--- src/rtl/simple_cpu_hs.sv ---
// simple_cpu_hs: multicycle register/memory core fed one instruction at a time by a sequencer.
// Latency: ALU/NOP instructions write back 3 edges after the accept edge; LOAD/STORE after 4 edges.
// Backpressure: instr_ready is high only in IDLE; instr is ignored while the core is busy.
//
// Ports:
//   clk, rst           rising-edge clock, asynchronous active-low reset
//   instr, instr_valid instruction word and its valid (sampled only when instr_ready)
//   instr_ready, busy  handshake ready / FSM not idle
//   done               one-cycle pulse after the WB state exits
//   zero_flag          last ALU result was zero
//   carry_flag         carry of last ADD or borrow of last SUB (0 for other ALU ops)
//   dbg_sel, dbg_data  combinational register file read port
//
// Instruction layout, MSB first: class[2] | X1 | X2 | X3 | ... | imm[DATA_WIDTH+3:4] | func[3:0]
module simple_cpu_hs #(
  parameter int DATA_WIDTH  = 8,
  parameter int ADDR_BITS   = 5,
  parameter int REG_BITS    = 2,
  parameter int INSTR_WIDTH = 20
) (
  input  logic                   clk,
  input  logic                   rst,
  input  logic [INSTR_WIDTH-1:0] instr,
  input  logic                   instr_valid,
  output logic                   instr_ready,
  output logic                   busy,
  output logic                   done,
  output logic                   zero_flag,
  output logic                   carry_flag,
  input  logic [REG_BITS-1:0]    dbg_sel,
  output logic [DATA_WIDTH-1:0]  dbg_data
);

  localparam int NREGS = 1 << REG_BITS;
  localparam int DEPTH = 1 << ADDR_BITS;

  localparam logic [2:0] S_IDLE   = 3'd0;
  localparam logic [2:0] S_DECODE = 3'd1;
  localparam logic [2:0] S_EXEC   = 3'd2;
  localparam logic [2:0] S_MEM    = 3'd3;
  localparam logic [2:0] S_WB     = 3'd4;

  localparam logic [1:0] CLS_NOP   = 2'b00;
  localparam logic [1:0] CLS_ALU   = 2'b01;
  localparam logic [1:0] CLS_LOAD  = 2'b10;
  localparam logic [1:0] CLS_STORE = 2'b11;

  localparam logic [3:0] F_ADD  = 4'd0;
  localparam logic [3:0] F_SUB  = 4'd1;
  localparam logic [3:0] F_AND  = 4'd2;
  localparam logic [3:0] F_OR   = 4'd3;
  localparam logic [3:0] F_XOR  = 4'd4;
  localparam logic [3:0] F_SLTU = 4'd5;
  localparam logic [3:0] F_LDI  = 4'd6;

  logic [2:0]             state;
  logic [INSTR_WIDTH-1:0] ir;
  logic [DATA_WIDTH-1:0]  a_q, b_q, s_q;
  logic [DATA_WIDTH:0]    res_q;      // extra MSB holds ADD carry / SUB borrow
  logic [ADDR_BITS-1:0]   addr_q;
  logic                   zero_q, carry_q, done_q;

  logic [DATA_WIDTH-1:0]  regfile [NREGS];
  logic [DATA_WIDTH-1:0]  mem     [DEPTH];

  // Decoded fields of the latched instruction
  logic [1:0]            cls;
  logic [REG_BITS-1:0]   x1, x2, x3;
  logic [DATA_WIDTH-1:0] imm;
  logic [3:0]            func;

  assign cls  = ir[INSTR_WIDTH-1 -: 2];
  assign x1   = ir[INSTR_WIDTH-3 -: REG_BITS];
  assign x2   = ir[INSTR_WIDTH-3-REG_BITS -: REG_BITS];
  assign x3   = ir[INSTR_WIDTH-3-2*REG_BITS -: REG_BITS];
  assign imm  = ir[DATA_WIDTH+3:4];
  assign func = ir[3:0];

  // ALU op with a defined function (7-15 behave as NOP: no write, no flag update)
  logic alu_wr;
  assign alu_wr = (cls == CLS_ALU) && (func <= F_LDI);

  logic [DATA_WIDTH:0] alu_res;
  always_comb begin
    alu_res = '0;
    case (func)
      F_ADD:   alu_res = {1'b0, a_q} + {1'b0, b_q};
      F_SUB:   alu_res = {1'b0, a_q} - {1'b0, b_q};
      F_AND:   alu_res = {1'b0, a_q & b_q};
      F_OR:    alu_res = {1'b0, a_q | b_q};
      F_XOR:   alu_res = {1'b0, a_q ^ b_q};
      F_SLTU:  alu_res = (a_q < b_q) ? (DATA_WIDTH+1)'(1) : '0;
      F_LDI:   alu_res = {1'b0, imm};
      default: alu_res = '0;
    endcase
  end

  // Summing the operands already reduced to ADDR_BITS gives (X2+imm) mod depth,
  // so out-of-range addresses wrap without a wider adder.
  logic [ADDR_BITS-1:0] eff_addr;
  assign eff_addr = ADDR_BITS'(a_q) + ADDR_BITS'(imm);

  // Control FSM and datapath registers
  always_ff @(posedge clk or negedge rst) begin
    if (!rst) begin
      state   <= S_IDLE;
      ir      <= '0;
      a_q     <= '0;
      b_q     <= '0;
      s_q     <= '0;
      res_q   <= '0;
      addr_q  <= '0;
      zero_q  <= 1'b0;
      carry_q <= 1'b0;
      done_q  <= 1'b0;
    end else begin
      done_q <= 1'b0;
      case (state)
        S_IDLE: begin
          if (instr_valid) begin
            ir    <= instr;
            state <= S_DECODE;
          end
        end
        S_DECODE: begin
          // Operands captured here, so X1 aliasing X2/X3 reads the pre-write values
          a_q   <= regfile[x2];
          b_q   <= regfile[x3];
          s_q   <= regfile[x1];
          state <= S_EXEC;
        end
        S_EXEC: begin
          if (cls == CLS_LOAD || cls == CLS_STORE) begin
            addr_q <= eff_addr;
            state  <= S_MEM;
          end else begin
            res_q <= alu_res;
            state <= S_WB;
          end
        end
        S_MEM: begin
          if (cls == CLS_LOAD) begin
            res_q <= {1'b0, mem[addr_q]};
          end
          state <= S_WB;
        end
        S_WB: begin
          done_q <= 1'b1;
          state  <= S_IDLE;
          if (alu_wr) begin
            zero_q  <= (res_q[DATA_WIDTH-1:0] == '0);
            carry_q <= (func == F_ADD || func == F_SUB) ? res_q[DATA_WIDTH] : 1'b0;
          end
        end
        default: state <= S_IDLE;
      endcase
    end
  end

  // Register file: reset to its own index, written on the WB exit edge
  always_ff @(posedge clk or negedge rst) begin
    if (!rst) begin
      for (int i = 0; i < NREGS; i++) begin
        regfile[i] <= DATA_WIDTH'(i);
      end
    end else if (state == S_WB && (alu_wr || cls == CLS_LOAD)) begin
      regfile[x1] <= res_q[DATA_WIDTH-1:0];
    end
  end

  // Data memory: cleared on reset, STORE writes on the MEM edge
  always_ff @(posedge clk or negedge rst) begin
    if (!rst) begin
      for (int i = 0; i < DEPTH; i++) begin
        mem[i] <= '0;
      end
    end else if (state == S_MEM && cls == CLS_STORE) begin
      mem[addr_q] <= s_q;
    end
  end

  assign instr_ready = (state == S_IDLE);
  assign busy        = (state != S_IDLE);
  assign done        = done_q;
  assign zero_flag   = zero_q;
  assign carry_flag  = carry_q;
  assign dbg_data    = regfile[dbg_sel];

endmodule

--- config.mk ---
export PLATFORM = sky130hd
export DESIGN_NAME = simple_cpu_hs
export DESIGN_NICKNAME = d
export VERILOG_FILES = /design/src/rtl/simple_cpu_hs.sv
export SDC_FILE = /design/constraint.sdc
export NUM_CORES = 1
export LEC_CHECK = 0
export ABC_AREA = 1
export BUFFER_PORTS_ARGS = -buffer_cell sky130_fd_sc_hd__buf_2
export CORE_ASPECT_RATIO = 0.75
export CORE_MARGIN = 5
export CORE_UTILIZATION = 35
export CTS_BUF_LIST = sky130_fd_sc_hd__clkbuf_4 sky130_fd_sc_hd__clkbuf_8
export CTS_CLUSTER_SIZE = 40
export DETAILED_ROUTE_END_ITERATION = 10
export PLACE_DENSITY = 0.57
export SLEW_MARGIN = 25
export SYNTH_ARGS = -nofsm -noshare
export SYNTH_HDL_FRONTEND = slang
export SYNTH_SLANG_ARGS = --single-unit
--- constraint.sdc ---
create_clock -name clk -period 2.1 [get_ports clk]
set_input_delay 0.21 -clock clk [delete_from_list [all_inputs] [get_ports clk]]
set_output_delay 0.21 -clock clk [all_outputs]
set_load 0.02 [all_outputs]
==> results.cfg <==
[run_status]
outcome = finished, final reports clean

[floorplan]
num_rows = 70
die_h_um = 202.1
io_pins = 38
coreArea_um2 = 48700
die_w_um = 266.2
die_area_um2 = 53800
initial_utilization = 0.3538

[worst_setup_path]
end_kind = register
crit_type = register to register
cpLargestDelayFamily = simple AND/OR/NAND/NOR gates
cp.arrival_ns = 2.61
path_max_fanout = 16
cp_slowest_cell = nand2_1
cp_common_cell = nand2_1
cp_num_buf_inv = 2
required_ns = 2.62
start_kind = register
path_cells = inv_1 > nor2_1 > nand2_1 > nor3_4 > inv_2 > nor3_2 > nand2_1 > o21ai_0
cpPeakStageDelay_ns = 0.40

[global_route]
grt-ovfl-total = 0
first_global_vias = 14870
grt_pass1_wl_mm = 86.00
grt_usage = 0.1990
antenna_found_initial = 1
grt_max_degree = 70

[final_layout]
drive_above_1_share = 0.1317
num-fill-cells = 4945
area_growth_pct = 19.08
final_common_cell = nand2_1
fin_util = 0.4212
layout_common_cells = nand2_1 (878), dfrtp_1 (345), o21ai_0 (328)
nNetsFinal = 2410

[synthesis]
synth_area_um2 = 17230
synthCells = 2229
ys_seq_elements = 352
synth_area_leaders = dfrtp_1 (51%), nand2_1 (19%), o21ai_0 (9.8%)
synth_cell_types = 36
synth_area_leader_cell = dfrtp_1
yosys_warnings = 0
syn_area_per_cell_um2 = 7.728
seq_area_frac_synth = 0.5116
syn_nets = 2288
yosysTopAreaCellShare = 0.5055

[sta]
fin_skew_ns = 0.04194
rsz0062_at_grt = true
fmax_mhz = 478.5
finalMaxSlewViolations = 0
period_share = 0.9952
relSlewSlack = 0.5413
layout_min_cycle_time_ns = 2.090
final-setup-viol-count = 0
hold_violations = 0
worst_pin_slew_ns = 0.6873
setup_tns_ns = 0

[power_and_ir_drop]
ir_worst_vdd_mv = 0.5675
power_leakage_nw = 9.761
total_power_mw = 27.25
power_density_nw_per_um2 = 1328

[drt]
drt_pass1_iterations = 8
viasPerCell = 5.114
first_iter_violations = 1670
avgRoutedWirePerCell_um = 18.16
vias = 15560
routed_wl_mm = 55.25
ant_nets = 0
post-route-drc-count = 0

[placement]
place_congestion = 0.9067
port_buffers = 37
dp.final_hpwl_mm = 36.18

[cts]
cts_tree = done
h-tree-depth = 2
clock_latency_ns = 0.63
cts-root-buf = clkbuf_8
cts_buffers = 58
clk_pin_slew_ns = 0.07
cts.sinks = 352
cts.path.max_buffers = 3

[flow_run]
drv_cap = 0

[hold_path]
hp-class = input port to asynchronous set/reset pin
==> state kept, by name (all words and copies together) (netlist names) <==
| register | count |
|---|---|
| res_q | 9 |
| s_q | 8 |
| mem | 256 |
| done | 1 |
| state | 3 |
| zero_flag | 1 |
| regfile | 32 |
| ir | 20 |
| a_q | 8 |
| carry_flag | 1 |
| addr_q | 5 |
| b_q | 8 |
==> worst reg2reg max path, delay by kind of cell, from the launching register on <==
kind | cells | cell delay (ns)
AOI/OAI and AO/OA | 1 | 0.31
buffers and inverters | 2 | 0.15
DFF | 1 | 0.38
and+or+nand+nor | 5 | 1.15
==> final cells by class <==
cell class	count	area, µm²	share of cell area
inverters	114	436.7	0.02129
repair buffers	191	1659	0.08088
multi-input cells	1634	7560	0.3685
well taps	648	810.8	0.03952
diodes	2	5.005	0.0002440
flip-flops and latches	352	8817	0.4298
clock inverters	7	87.58	0.004270
clock buffers	94	1137	0.05544
==> per-stage QoR <==
stage / hold slack, ns / worst slack (ns) / cells / area [µm²]
floorplan: -0.08559 / 0.3058 / 2229 / 17230
global placement: 0.1166 / -0.06164 / 2908 / 18850
detailed placement: 0.1168 / -0.09360 / 2908 / 18850
CTS: 0.02361 / -0.02207 / 3032 / 20330
global route: 0.05094 / -0.1427 / 3040 / 20510
finish: 0.04589 / 0.01012 / 3042 / 20510
==> cells in the mapped netlist (all sizes together) <==
library cell	count
clkbuf	103
and2	1
nand3b	1
a32oi	3
xor2	1
fa	3
dfstp	4
a21oi	105
xnor2	5
nand3	62
and3	1
dfrtp	348
o21ai	345
inv	109
buf	26
a31oi	16
a22oi	8
nand4	37
o41ai	1
nor2	89
ha	31
nor3	16
or2	3
o211ai	15
o22ai	2
clkinv	5
mux2	5
nand2	884
==> worst paths after layout <==
check	start	to	slack, ns	cells past startpoint
max	state[1]	mem[116]	0.01	8
max reg2reg	state[1]	mem[116]	0.01	8
min	rst	mem[46]	0.05	2
min reg2reg	mem[224]	mem[224]	0.48	2
max in group asynchronous	rst	regfile[9]	1.28	3
min in group clk	instr[12]	ir[12]	0.37	4
==> routing by layer <==
metal,share of wire,track usage
met1,0.49,0.3087
met2,0.41,0.2877
met5,0,0
met4,0.016,0.03988
met3,0.084,0.04089
==> repair_timing <==
item,4_1_cts,5_1_grt
endpoints found under the hold margin,369,0
buffers inserted,0,5
hold buffers,23,0
endpoints found under the setup margin,20,36
pin swaps,0,6
cloned,0,3
resized for setup,7,31
==> kinds of logic (layout without fill, tap and decap cells) <==
kind of cell / count (synthesis) / after routing / share of synthesized area
AO/OA/AOI/OAI: 495 / 495 / 0.1496
other: 0 / 2 / 0
multiplexers: 5 / 5 / 0.003268
XOR/XNOR: 6 / 6 / 0.003051
AND/OR/NAND/NOR: 1094 / 1094 / 0.2517
adder cells (fa/ha/maj): 34 / 34 / 0.02600
buffers and inverters: 243 / 406 / 0.05476
flip-flops: 352 / 352 / 0.5116
==> power breakdown <==
group / internal (mW) / switching (mW) / total, mW
sequential: 8.37 / 1.18 / 9.55
combinational: 3.76 / 7.49 / 11.2
clock: 3.64 / 2.81 / 6.45
total: 15.8 / 11.5 / 27.2
No activity file was read; power rests on OpenSTA's default activity.
